--- src/rtl/demux_1x2_x64_buf_pkg.sv ---
// Shared types and defaults for the 1-to-2 steering demux.
// Lane enum, word type and FIFO sizing.
package demux_pkg;

  localparam int WIDTH = 64;
  localparam int DEPTH = 2;

  typedef logic [WIDTH-1:0] word_t;

  typedef enum logic {
    LANE0 = 1'b0,
    LANE1 = 1'b1
  } lane_e;

endpackage

--- src/rtl/demux_1x2_x64_buf_lane_fifo.sv ---
// Single-lane synchronous FIFO for the steering demux.
// Registered head, no bypass; flush clears pointers only.
module lane_fifo_x64
  import demux_pkg::*;
#(
  parameter int WIDTH = demux_pkg::WIDTH,
  parameter int DEPTH = demux_pkg::DEPTH,
  localparam int CNTW = $clog2(DEPTH) + 1,
  localparam int PW   = $clog2(DEPTH)
) (
  input  logic             clk,
  input  logic             reset,
  input  logic             flush,
  input  logic             push,
  input  logic [WIDTH-1:0] wdata,
  input  logic             pop,
  output logic [WIDTH-1:0] rdata,
  output logic [CNTW-1:0]  count,
  output logic             full,
  output logic             empty
);

  logic [WIDTH-1:0] mem [DEPTH];
  logic [PW-1:0]    wptr;
  logic [PW-1:0]    rptr;
  logic [CNTW-1:0]  cnt;

  // Storage, pointers and occupancy; reset beats flush beats traffic.
  always_ff @(posedge clk) begin
    if (reset) begin
      wptr <= '0;
      rptr <= '0;
      cnt  <= '0;
      for (int i = 0; i < DEPTH; i++) begin
        mem[i] <= '0;
      end
    end else if (flush) begin
      wptr <= '0;
      rptr <= '0;
      cnt  <= '0;
    end else begin
      if (push) begin
        mem[wptr] <= wdata;
        wptr      <= wptr + PW'(1);
      end
      if (pop) begin
        rptr <= rptr + PW'(1);
      end
      cnt <= cnt + CNTW'(push) - CNTW'(pop);
    end
  end

  // Head word and status flags straight from registered state.
  always_comb begin
    rdata = mem[rptr];
    count = cnt;
    full  = (cnt == CNTW'(DEPTH));
    empty = (cnt == '0);
  end

endmodule

--- src/rtl/demux_1x2_x64_buf.sv ---
// Registered 1-to-2 demux: steers each word into a per-lane FIFO
// and hands each lane to its own consumer via valid/ready.
module demux_1x2_x64_buf
  import demux_pkg::*;
#(
  parameter int WIDTH = demux_pkg::WIDTH,
  parameter int DEPTH = demux_pkg::DEPTH,
  localparam int CNTW = $clog2(DEPTH) + 1
) (
  input  logic                  clk,
  input  logic                  reset,
  input  logic                  flush,
  input  logic                  in_valid,
  input  logic                  in_sel,
  input  logic [WIDTH-1:0]      in_data,
  output logic                  in_ready,
  output logic [1:0]            out_valid,
  input  logic [1:0]            out_ready,
  output logic [1:0][WIDTH-1:0] out_data,
  output logic [1:0][CNTW-1:0]  count
);

  logic [1:0] full;
  logic [1:0] empty;
  logic [1:0] push;
  logic [1:0] pop;
  logic       take;

  // Ready select, steering decode and per-lane pop handshake.
  always_comb begin
    in_ready  = !full[in_sel] && !reset && !flush;
    take      = in_valid && in_ready;
    push[0]   = take && (lane_e'(in_sel) == LANE0);
    push[1]   = take && (lane_e'(in_sel) == LANE1);
    out_valid = ~empty;
    pop       = out_valid & out_ready;
  end

  lane_fifo_x64 #(
    .WIDTH (WIDTH),
    .DEPTH (DEPTH)
  ) lane0 (
    .clk   (clk),
    .reset (reset),
    .flush (flush),
    .push  (push[0]),
    .wdata (in_data),
    .pop   (pop[0]),
    .rdata (out_data[0]),
    .count (count[0]),
    .full  (full[0]),
    .empty (empty[0])
  );

  lane_fifo_x64 #(
    .WIDTH (WIDTH),
    .DEPTH (DEPTH)
  ) lane1 (
    .clk   (clk),
    .reset (reset),
    .flush (flush),
    .push  (push[1]),
    .wdata (in_data),
    .pop   (pop[1]),
    .rdata (out_data[1]),
    .count (count[1]),
    .full  (full[1]),
    .empty (empty[1])
  );

endmodule
--- config.mk ---
export PLATFORM = sky130hd
export DESIGN_NAME = demux_1x2_x64_buf
export DESIGN_NICKNAME = d
export VERILOG_FILES = /design/src/rtl/demux_1x2_x64_buf_pkg.sv /design/src/rtl/demux_1x2_x64_buf_lane_fifo.sv /design/src/rtl/demux_1x2_x64_buf.sv
export SDC_FILE = /design/constraint.sdc
export NUM_CORES = 1
export LEC_CHECK = 0
export CAP_MARGIN = 0
export CORE_MARGIN = 1
export CORE_UTILIZATION = 30
export DETAILED_ROUTE_END_ITERATION = 12
export PLACE_DENSITY = 0.57
export SLEW_MARGIN = 20
export SYNTH_ARGS = -nofsm -noshare
export SYNTH_HDL_FRONTEND = slang
export SYNTH_SLANG_ARGS = --single-unit
--- constraint.sdc ---
create_clock -name clk -period 3.3 [get_ports clk]
set_input_delay 0.825 -clock clk [delete_from_list [all_inputs] [get_ports clk]]
set_output_delay 0.825 -clock clk [all_outputs]
set_load 0.01 [all_outputs]
==> results.py <==
metrics = {
    "yosys": {
        "synth_area_per_cell_sq_um": 15.6,
        "syn-instance-count": 743,
        "post_synth_num_cell_types": 26,
        "synth.yosys.warnings": 0,
        "synth_area_sq_um": 11600,
        "synthesis.nets": 818,
        "ys_seq_elements": 266,
        "seq_area_frac_synth_pct": 68.2,
    },
    "die": {
        "initial_utilization_pct": 30.6,
        "die-height_um": 198,
        "core_area_sq_um": 37800,
        "die-area_sq_um": 39300,
        "placement_rows": 71,
        "io-pin-count": 206,
        "floorplan.die.width_um": 198,
    },
    "outcome": {
        "status": "finished clean",
    },
    "sta": {
        "setup_total_negative_slack_ps": 0,
        "period_share_pct": 94.7,
        "grt_setup_unrepaired": "false",
        "worstMarginPinSlew_ps": 531,
        "worst_hold_slack_ps": 516,
        "max_clock_freq_mhz": 320,
        "final_critical_period_ps": 3130,
        "worst_slew_margin_pct": 64.5,
        "number_of_endpoints_with_negative_hold_slack_in_the_final_report": 0,
        "fin_worst_skew_ps": 23.1,
        "setup_viol_count_final": 0,
        "drv_slew": 0,
    },
    "power": {
        "internal_power_mw": 6.03,
        "powerDensity_nw_per_um2": 499,
        "combinational_power_share_pct": 7.2,
        "pwr-share-seq_pct": 50.4,
        "swShare_pct": 21.0,
        "leakage_nw": 5.66,
        "power.switching_mw": 1.60,
        "share_clk_of_total_power_pct": 42.5,
        "vdd_drop_max_uv": 402,
    },
    "layout": {
        "finish.net_count": 1033,
        "multi_input_comb_area_sq_um": 3420,
        "fillers": 3543,
        "syn2layout_area_growth_pct": 32.2,
        "final_layout_size_suffix_gt1_share_pct": 20.4,
        "seqCellArea_sq_um": 7900,
        "n_antenna_cell": 0,
    },
    "cts": {
        "cts_made_buffers": 31,
        "clk_path_buf_depth": 3,
        "cts_repair_resize_count": 0,
        "clkLatencyLatePin_ps": 560,
        "cts-hold-fix-buffers": 0,
        "cts.sink_count": 266,
        "clk_pin_slew_worst_paths_ps": 60,
        "h-tree-depth": 1,
        "post-cts-setup-buffer-count": 0,
        "cts_tree": "done",
        "ctsRootBufferMaster": "sky130_fd_sc_hd__clkbuf_16",
    },
    "drt": {
        "detailedRoute.firstPassIterationCount": 4,
        "detail_route.vias_per_cell": 4.35,
        "detail_route.iter0.violations": 257,
        "antenna_left": 0,
        "via_count": 6496,
        "wl_per_cell_um": 18.3,
        "finalWirelength_mm": 27.3,
        "route.detailed.drc": 0,
    },
    "place": {
        "hpwl_mm": 16.0,
        "place.port_buffers": 205,
        "gp_congestion": 0.703,
    },
    "worst_setup_path": {
        "setup.worst_path.start_class": "primary input",
        "reg2reg_slack_ps": 1280,
        "cp_max_fo": 4,
        "worst-endpoint-required_ps": 2470,
        "crit_arrival_ps": 2300,
        "worstSetupPathType": "primary input to output port",
        "critPathCaptureType": "output port",
    },
    "hold_path": {
        "min-delay-path-class": "flop to flop",
    },
    "flow_run": {
        "max_cap_violations": 0,
    },
    "global_routing": {
        "globalRouteTotalUtil_pct": 14.0,
        "grt_max_degree": 66,
        "initial_antenna_violation_count": 2,
        "grt-ovfl-total": 0,
        "grt_pass1_vias": 6970,
        "global_route_wire_length_before_repair_mm": 41.4,
    },
}
## layout make-up
class | count | area share (%)
Multi-Input combinational cell | 432 | 22.4
Sequential cell | 266 | 51.7
Timing Repair Buffer | 225 | 15.4
Tap cell | 511 | 4.18
Clock buffer | 43 | 5.50
Inverter | 2 | 0.0491
Clock inverter | 15 | 0.827
## power groups by stage
stage	clock network (mW)	registers, mW	logic [mW]
floorplan	0	3.91	0.208
global placement	0	3.91	0.559
detailed placement	0	3.92	0.561
CTS	3.34	3.85	0.564
global route	3.48	3.86	0.592
finish	3.24	3.85	0.547
## final timing paths
check / from / to / cells after the start
worst max-delay path: flush / in_ready / 4
worst min-delay path: lane1.rptr / flop / 2
worst max register to register: lane0.count[1] / lane0.count[1] / 9
worst min register to register: lane1.rptr / flop / 2
## placed cells by master (no fill, tap or decap), drive strengths merged
master / instances
and2b: 1
bufinv: 2
nand3: 2
or2: 7
inv: 4
or3b: 2
nor2b: 2
clkdlybuf4s50: 205
nand2: 5
xnor2: 4
nor4: 2
edfxtp: 256
or3: 2
clkinv: 10
mux2: 128
o21bai: 2
nor3: 2
nor2: 7
o21a: 2
clkbuf: 43
a211oi: 1
clkinvlp: 1
and2: 258
nand2b: 1
dfxtp: 10
ha: 4
buf: 20
## sequential cells by signal (all words and copies together) (netlist names), named ones only
signal / cells
lane0.count: 2
lane0.mem: 128
lane0.rptr: 1
lane0.wptr: 1
lane1.count: 2
lane1.mem: 128
lane1.rptr: 1
lane1.wptr: 1
## cells in the mapped netlist (all sizes together)
| cell type | number | share of area (%) |
|---|---|---|
| ha | 4 | 0.43 |
| or2 | 7 | 0.38 |
| nor4 | 2 | 0.37 |
| o21bai | 2 | 0.13 |
| clkbuf | 20 | 0.78 |
| buf | 23 | 1.6 |
| edfxtp | 256 | 66 |
| nand2b | 1 | 0.054 |
| nand3 | 2 | 0.087 |
| xnor2 | 4 | 0.30 |
| nor3 | 2 | 0.17 |
| dfxtp | 10 | 1.7 |
| and2 | 258 | 14 |
| or3 | 2 | 0.11 |
| nor2b | 2 | 0.11 |
| a211oi | 1 | 0.065 |
| nand2 | 5 | 0.16 |
| and2b | 1 | 0.065 |
| mux2 | 128 | 12 |
| inv | 2 | 0.065 |
| or3b | 2 | 0.15 |
| o21a | 2 | 0.13 |
| nor2 | 7 | 0.23 |
## kinds of logic (layout without fill, tap and decap cells)
| kind of cell | Yosys count | in the layout | synth area share (%) |
|---|---|---|---|
| xor+xnor | 4 | 4 | 0.303 |
| fa+ha+maj | 4 | 4 | 0.433 |
| buf+inv | 45 | 285 | 2.43 |
| flops | 266 | 266 | 68.2 |
| compound gates | 5 | 5 | 0.325 |
| simple gates | 291 | 291 | 15.8 |
| mux | 128 | 128 | 12.5 |
## metrics by stage
stage,util (%),instance area (sq um),power (mW),cells,setup WS [ps]
finish,40.4,15300,7.63,1494,174
detailed placement,37.8,14300,4.48,1435,208
floorplan,-,11600,4.12,743,414
global route,40.4,15300,7.93,1494,95.3
global placement,37.8,14300,4.47,1435,178
CTS,40.4,15300,7.75,1493,11.4
## layer usage
layer  part of all wire, %  global-route usage (%)  vias up
li1                      -                       -     3074
met1                    46                    18.8     3202
met2                    46                    23.0      176
met3                   6.1                    2.96       40
met4                   1.8                    3.56        4
met5                  0.10                       0        -
## worst max-delay path: stages
cell and delay, ps:
sky130_fd_sc_hd__clkdlybuf4s50_1 460, sky130_fd_sc_hd__or2_1 240, sky130_fd_sc_hd__a211oi_1 200, sky130_fd_sc_hd__clkdlybuf4s50_1 580
Power figures use the tool's default switching activity.
==> variant 1: new RTL, same flow settings <==
Set the package constant `WIDTH` to 32 (it was 64).
--- a/src/rtl/demux_1x2_x64_buf_pkg.sv
+++ b/src/rtl/demux_1x2_x64_buf_pkg.sv
@@ -4,3 +4,3 @@
 
-  localparam int WIDTH = 64;
+  localparam int WIDTH = 32;
   localparam int DEPTH = 2;
Interface: changed (resized in_data and out_data); port bits go from 206 to 110. The function was not compared with the original's and may differ.
==> variant 1 against the original RTL <==
- hold slack better by 0.0032 ns
- area after synthesis shrank 48%
- first-iteration DRC count decreased by 44%
- total power decreased by 49%
- final area decreased by 47%
- wire length decreased by 52%
- sequential cell count shrank 128
- non-clock buffer count shrank 102
- combinational power fell by 49%
- setup slack improved by 0.029 ns
- largest power group unchanged
==> variant 1: results (changes against the original RTL) <==
* Status: finished, final reports clean
* Leak Pwr at 3.005 nW (-47%)
* Layout Skew at 0.01486 ns (-0.008240 ns)
* Top post-synthesis cells by area: edfxtp_1 (64%), and2_1 (14%), mux2_2 (12%)
* Number of synthesized flops with an enable pin at 128 (-50%)
* GP Congestion at 0.7396 (+5.2%)
* Vias at 3458 (-47%)
* Pint at 3.139 mW (-48%)
* Critical Path AT at 2.27 ns (-0.03 ns)
* Syn Nets at 444 (-46%)
* Top Metal Used: met4
* Nets at 565 (-45%)
* Largest net degree at the start of global routing at 34 (-48%)
* Vias in the first global route at 3608 (-48%)
* Met1 WL at 5999 microns (-52%)
* Met3 WL at 790 microns (-52%)
* Port-buffer cells at 109 (-47%)
* DP Worst Slack at 0.2142 ns (+0.005796 ns)
* Top cells by count, synth: and2_1 (130), edfxtp_1 (128), mux2_2 (64)
* Top Registers: lane0.mem x64, lane1.mem x64
* Tot GR Track Use at 0.1343 (-0.006042)
* Global-route wire length before repair at 19990 microns (-52%)
* Post-DP HPWL at 8059 microns (-50%)
* DR pass1 iterations at 7 (+3)
* Distinct cell type count after synthesis at 25 (-3.8%)
* Drt total wl at 12980 microns (-52%)
* Worst skew pair latency at 0.41 ns (-0.15 ns)
* Part of the Yosys area used for sequential elements at 0.6719 (-0.01010)
* 1st-iter DRT viols at 144 (-44%)
* Slew @ Worst Pin at 0.5581 ns (+0.02688 ns)
* Layout cell share with drive strength beyond 1 at 0.2131 (+0.008608)
* CTS Buf Count at 17 (-45%)
* WL met2 at 6090 microns (-52%)
* CTS max path bufs at 2 (-1)
* Initial antenna violation count at 1 (-1)
## variant 1: cell count changes in the layout (fill, tap and decap cells not counted), moves of 3 or more
cell / change
mux2_2: -64
clkinv_1: -7
clkdlybuf4s50_1: -96
clkbuf_16: -14
or2_2: +4
buf_12: -8
or2_4: -4
edfxtp_1: -128
buf_4: +3
and2_1: -128
## variant 1: logic make-up (layout without fill, tap and decap cells)
logic type / Yosys count / after routing / synth area share
AND/OR/NAND/NOR: 163 / 163 / 0.1711
adder cells (fa/ha/maj): 4 / 4 / 0.008316
flip-flops: 138 / 138 / 0.6719
XOR/XNOR: 4 / 4 / 0.005821
multiplexers: 64 / 64 / 0.1198
AO/OA/AOI/OAI: 5 / 5 / 0.006236
other: 0 / 1 / 0
buffers and inverters: 23 / 157 / 0.01684
## variant 1: worst register-to-register path: stages (launching register included)
cell     delay, ns
dfxtp_1       0.41
nor2b_1       0.50
nor2_1        0.15
nand2_1       0.10
ha_1          0.22
inv_1         0.06
ha_1          0.14
xnor2_1       0.07
or3_1         0.30
nand2_1       0.06
## variant 1: layer usage
layer  vias up  track usage
met1      1683       0.1720
met4         0      0.04031
met5         -            0
met3        11      0.04598
met2        98       0.2136
li1       1666            -
## variant 1: worst paths after layout
path	slack (ns)	end	from	cells after the start
min	0.52	lane1.count[1]	lane1.count[1]	2
max reg2reg	1.24	lane1.count[1]	lane1.count[1]	9
min reg2reg	0.52	lane1.count[1]	lane1.count[1]	2
max	0.20	in_ready	flush	4
## variant 1: power by group through the flow
stage	Combinational, mW	Clock, mW	Sequential, mW
after global routing	0.304	1.79	1.99
after global placement	0.282	0	2.02
after detailed placement	0.285	0	2.02
after CTS	0.287	1.71	1.99
after floorplan	0.110	0	2.02
final	0.280	1.66	1.99
## variant 1: final cells by class
class,instances,area (sq um)
fill,1835,11550
sequential,138,4046
multi-input combinational,240,1886
timing repair buffer,123,1246
clock buffer,28,496.7
tap,265,331.6
clock inverter,4,20.02
inverter,2,7.507
antenna,1,2.502
## variant 1: per-stage QoR
step	instance area (sq um)	hold slack (ns)	instances	util	power (mW)
after floorplan	6018	0.4810	401	-	2.129
after global placement	7517	0.4975	768	0.3837	2.303
after detailed placement	7517	0.4997	768	0.3837	2.310
after CTS	8034	0.5195	800	0.4101	3.987
after global routing	8034	0.5347	800	0.4101	4.086
final	8036	0.5196	801	0.4102	3.931
==> variant 2: new RTL, config.mk and constraints unchanged <==
Made on the original files. Put a register stage on the output `count`, without a reset. The value now appears one clock later. The other outputs are not delayed to match.
--- a/src/rtl/demux_1x2_x64_buf.sv
+++ b/src/rtl/demux_1x2_x64_buf.sv
@@ -21,2 +21,4 @@
 );
+
+  logic [1:0][CNTW-1:0] count_d;
 
@@ -49,3 +51,3 @@
     .rdata (out_data[0]),
-    .count (count[0]),
+    .count (count_d[0]),
     .full  (full[0]),
@@ -65,3 +67,3 @@
     .rdata (out_data[1]),
-    .count (count[1]),
+    .count (count_d[1]),
     .full  (full[1]),
@@ -70,2 +72,6 @@
 
+  always_ff @(posedge clk) begin
+    count <= count_d;
+  end
+
 endmodule
Function: changed (a bounded check fails within 4 cycles, from zero or initial values).
==> variant 2 against the original RTL <==
- setup slack gained 0.020 ns
- sequential cell count is 4 higher
- area after synthesis grew 0.69%
- via count grew 1.5%
- core utilization is essentially flat
- non-clock buffer count rose by 1
- largest power group unchanged
- final area increased by 0.24%
- critical path depth unchanged
- synthesized cell count is 0.54% higher
- first-iteration DRC count shrank 3.1%
- count of clock-buffer cells in the layout down 3
- total power up 0.78%
- wire length fell by 2.4%
==> variant 2: results (changes against the original RTL) <==
* Worst hold path depth at 0 (-2)
* Worst-path clk slew at 0.06 ns (about the same)
* Distinct cell type count after synthesis at 26 (unchanged)
* CP Max Fanout at 4 (unchanged)
* 1st-iter DRT viols at 249 (-3.1%)
* Non-Clock Buffer Count at 226 (+0.44%)
* Crit-path max cell delay at between 0.5 and 0.6 ns
* R2R Path Start: lane0.count[1]
* Worst VDD drop at 0.0003670 V (-8.8%)
* Layout Skew at 0.007416 ns (-0.01568 ns)
* Drt total wl at 26650 microns (-2.4%)
* FF+latch count at 270 (+1.5%)
* R2r setup slk at 1.24 ns (-0.04 ns)
* Nets at 1037 (+0.39%)
* Layout cell share with drive strength beyond 1 at 0.2033 (-0.001224)
* Status: finished, final reports clean
* Syn Nets at 822 (+0.49%)
* Number of multi-input logic gates at 432 (unchanged)
* Part of the Yosys area used for sequential elements at 0.6842 (+0.002187)
* Buffering overhead at 0.1516 (-0.002570)
* Filler cells at 3583 (+1.1%)
* CTS resizes at 0 (unchanged)
* NetSw at 1.599 mW (-0.17%)
* Relative slew slack at 0.6253 (-0.01983)
* Post-DP HPWL at 16000 microns (about the same)
* DR pass1 iterations at 5 (+1)
* Seq/total area at 0.5206 (+0.004003)
* Number of synthesized flops with an enable pin at 256 (unchanged)
* Vias in the first global route at 6800 (-2.4%)
* Largest net degree at the start of global routing at 66 (unchanged)
* CLK BUF at 40 (-7.0%)
* Vias per std cell at 4.406 (+1.3%)
* Hold_sp: lane0.count[0]
* Clk tree area frac at 0.06232 (-0.0009667)
* Antenna Cells at 1 (+1)
* Worst R2R Path Depth at 9 (unchanged)
* GP Congestion at 0.6925 (-1.5%)
* Top Registers: lane0.mem x128, lane1.mem x128, count x4
* Synth warn at 0 (unchanged)
* Worst skew pair latency at 0.54 ns (-0.02 ns)
* Starting Density at 0.3070 (+0.001395)
* Hold Slack at 0.4054 ns (-0.1110 ns)
* CTS Buf Count at 30 (-3.2%)
* Leak Pwr at 5.681 nW (+0.36%)
* Tot GR Track Use at 0.1344 (-0.005925)
* Top cells by count, synth: and2_1 (258), edfxtp_1 (256), mux2_2 (128)
* Top post-synthesis cells by area: edfxtp_1 (66%), and2_1 (14%), mux2_2 (12%)
* Critical Path AT at 2.28 ns (-0.02 ns)
* Global-route wire length before repair at 39970 microns (-3.4%)
* Worst Hold Class: register to register
variant 2: cell types whose count changed in the layout (fill, tap and decap cells not counted), sizes merged:
| cell | delta |
|---|---|
| dfxtp | +4 |
| clkbuf | -3 |
| inv | -2 |
| buf | +1 |
| bufinv | +1 |
| clkinv | +1 |
| clkinvlp | -1 |
| diode | +1 |
variant 2: cells by family after synthesis:
logic type,after synthesis,share of synthesized area
AO/OA/AOI/OAI,5,0.003223
XOR/XNOR,4,0.003008
adder cells (fa/ha/maj),4,0.004298
buffers and inverters,45,0.02418
flip-flops,270,0.6842
multiplexers,128,0.1238
AND/OR/NAND/NOR,291,0.1573
variant 2: layer usage:
layer / wire length [microns] / GRT usage
met2: 13040 / 0.2305
met1: 11500 / 0.1700
met4: 470 / 0.03305
met3: 1619 / 0.03120
met5: 13 / 0
variant 2: power groups by stage:
stage	clock network, mW	registers (mW)	logic (mW)
detailed placement	0	3.97	0.553
finish	3.26	3.89	0.541
CTS	3.36	3.90	0.557
global route	3.47	3.91	0.584
global placement	0	3.96	0.552
floorplan	0	3.96	0.208
variant 2: worst max path at each step:
stage,start,endpoint,slack (ns),cells after the start
finish,flush,in_ready,0.19,4
global route,lane0.count[1],in_ready,0.08,4
CTS,register,out_data[32],0.13,3
detailed placement,flush,in_ready,0.21,4
global placement,flush,in_ready,0.18,4
floorplan,reset,lane0.mem[0][0],0.41,5
variant 2: stage by stage:
step	instance area [sq um]	utilization	power [mW]	std cells	worst slack (ns)
2_1_floorplan	11640	-	4.171	747	0.4140
3_3_place_gp	14360	0.3786	4.514	1441	0.1801
3_5_place_dp	14360	0.3786	4.521	1441	0.2124
4_1_cts	15320	0.4038	7.812	1495	0.1314
5_1_grt	15320	0.4038	7.964	1495	0.08141
6_report	15320	0.4039	7.693	1496	0.1939
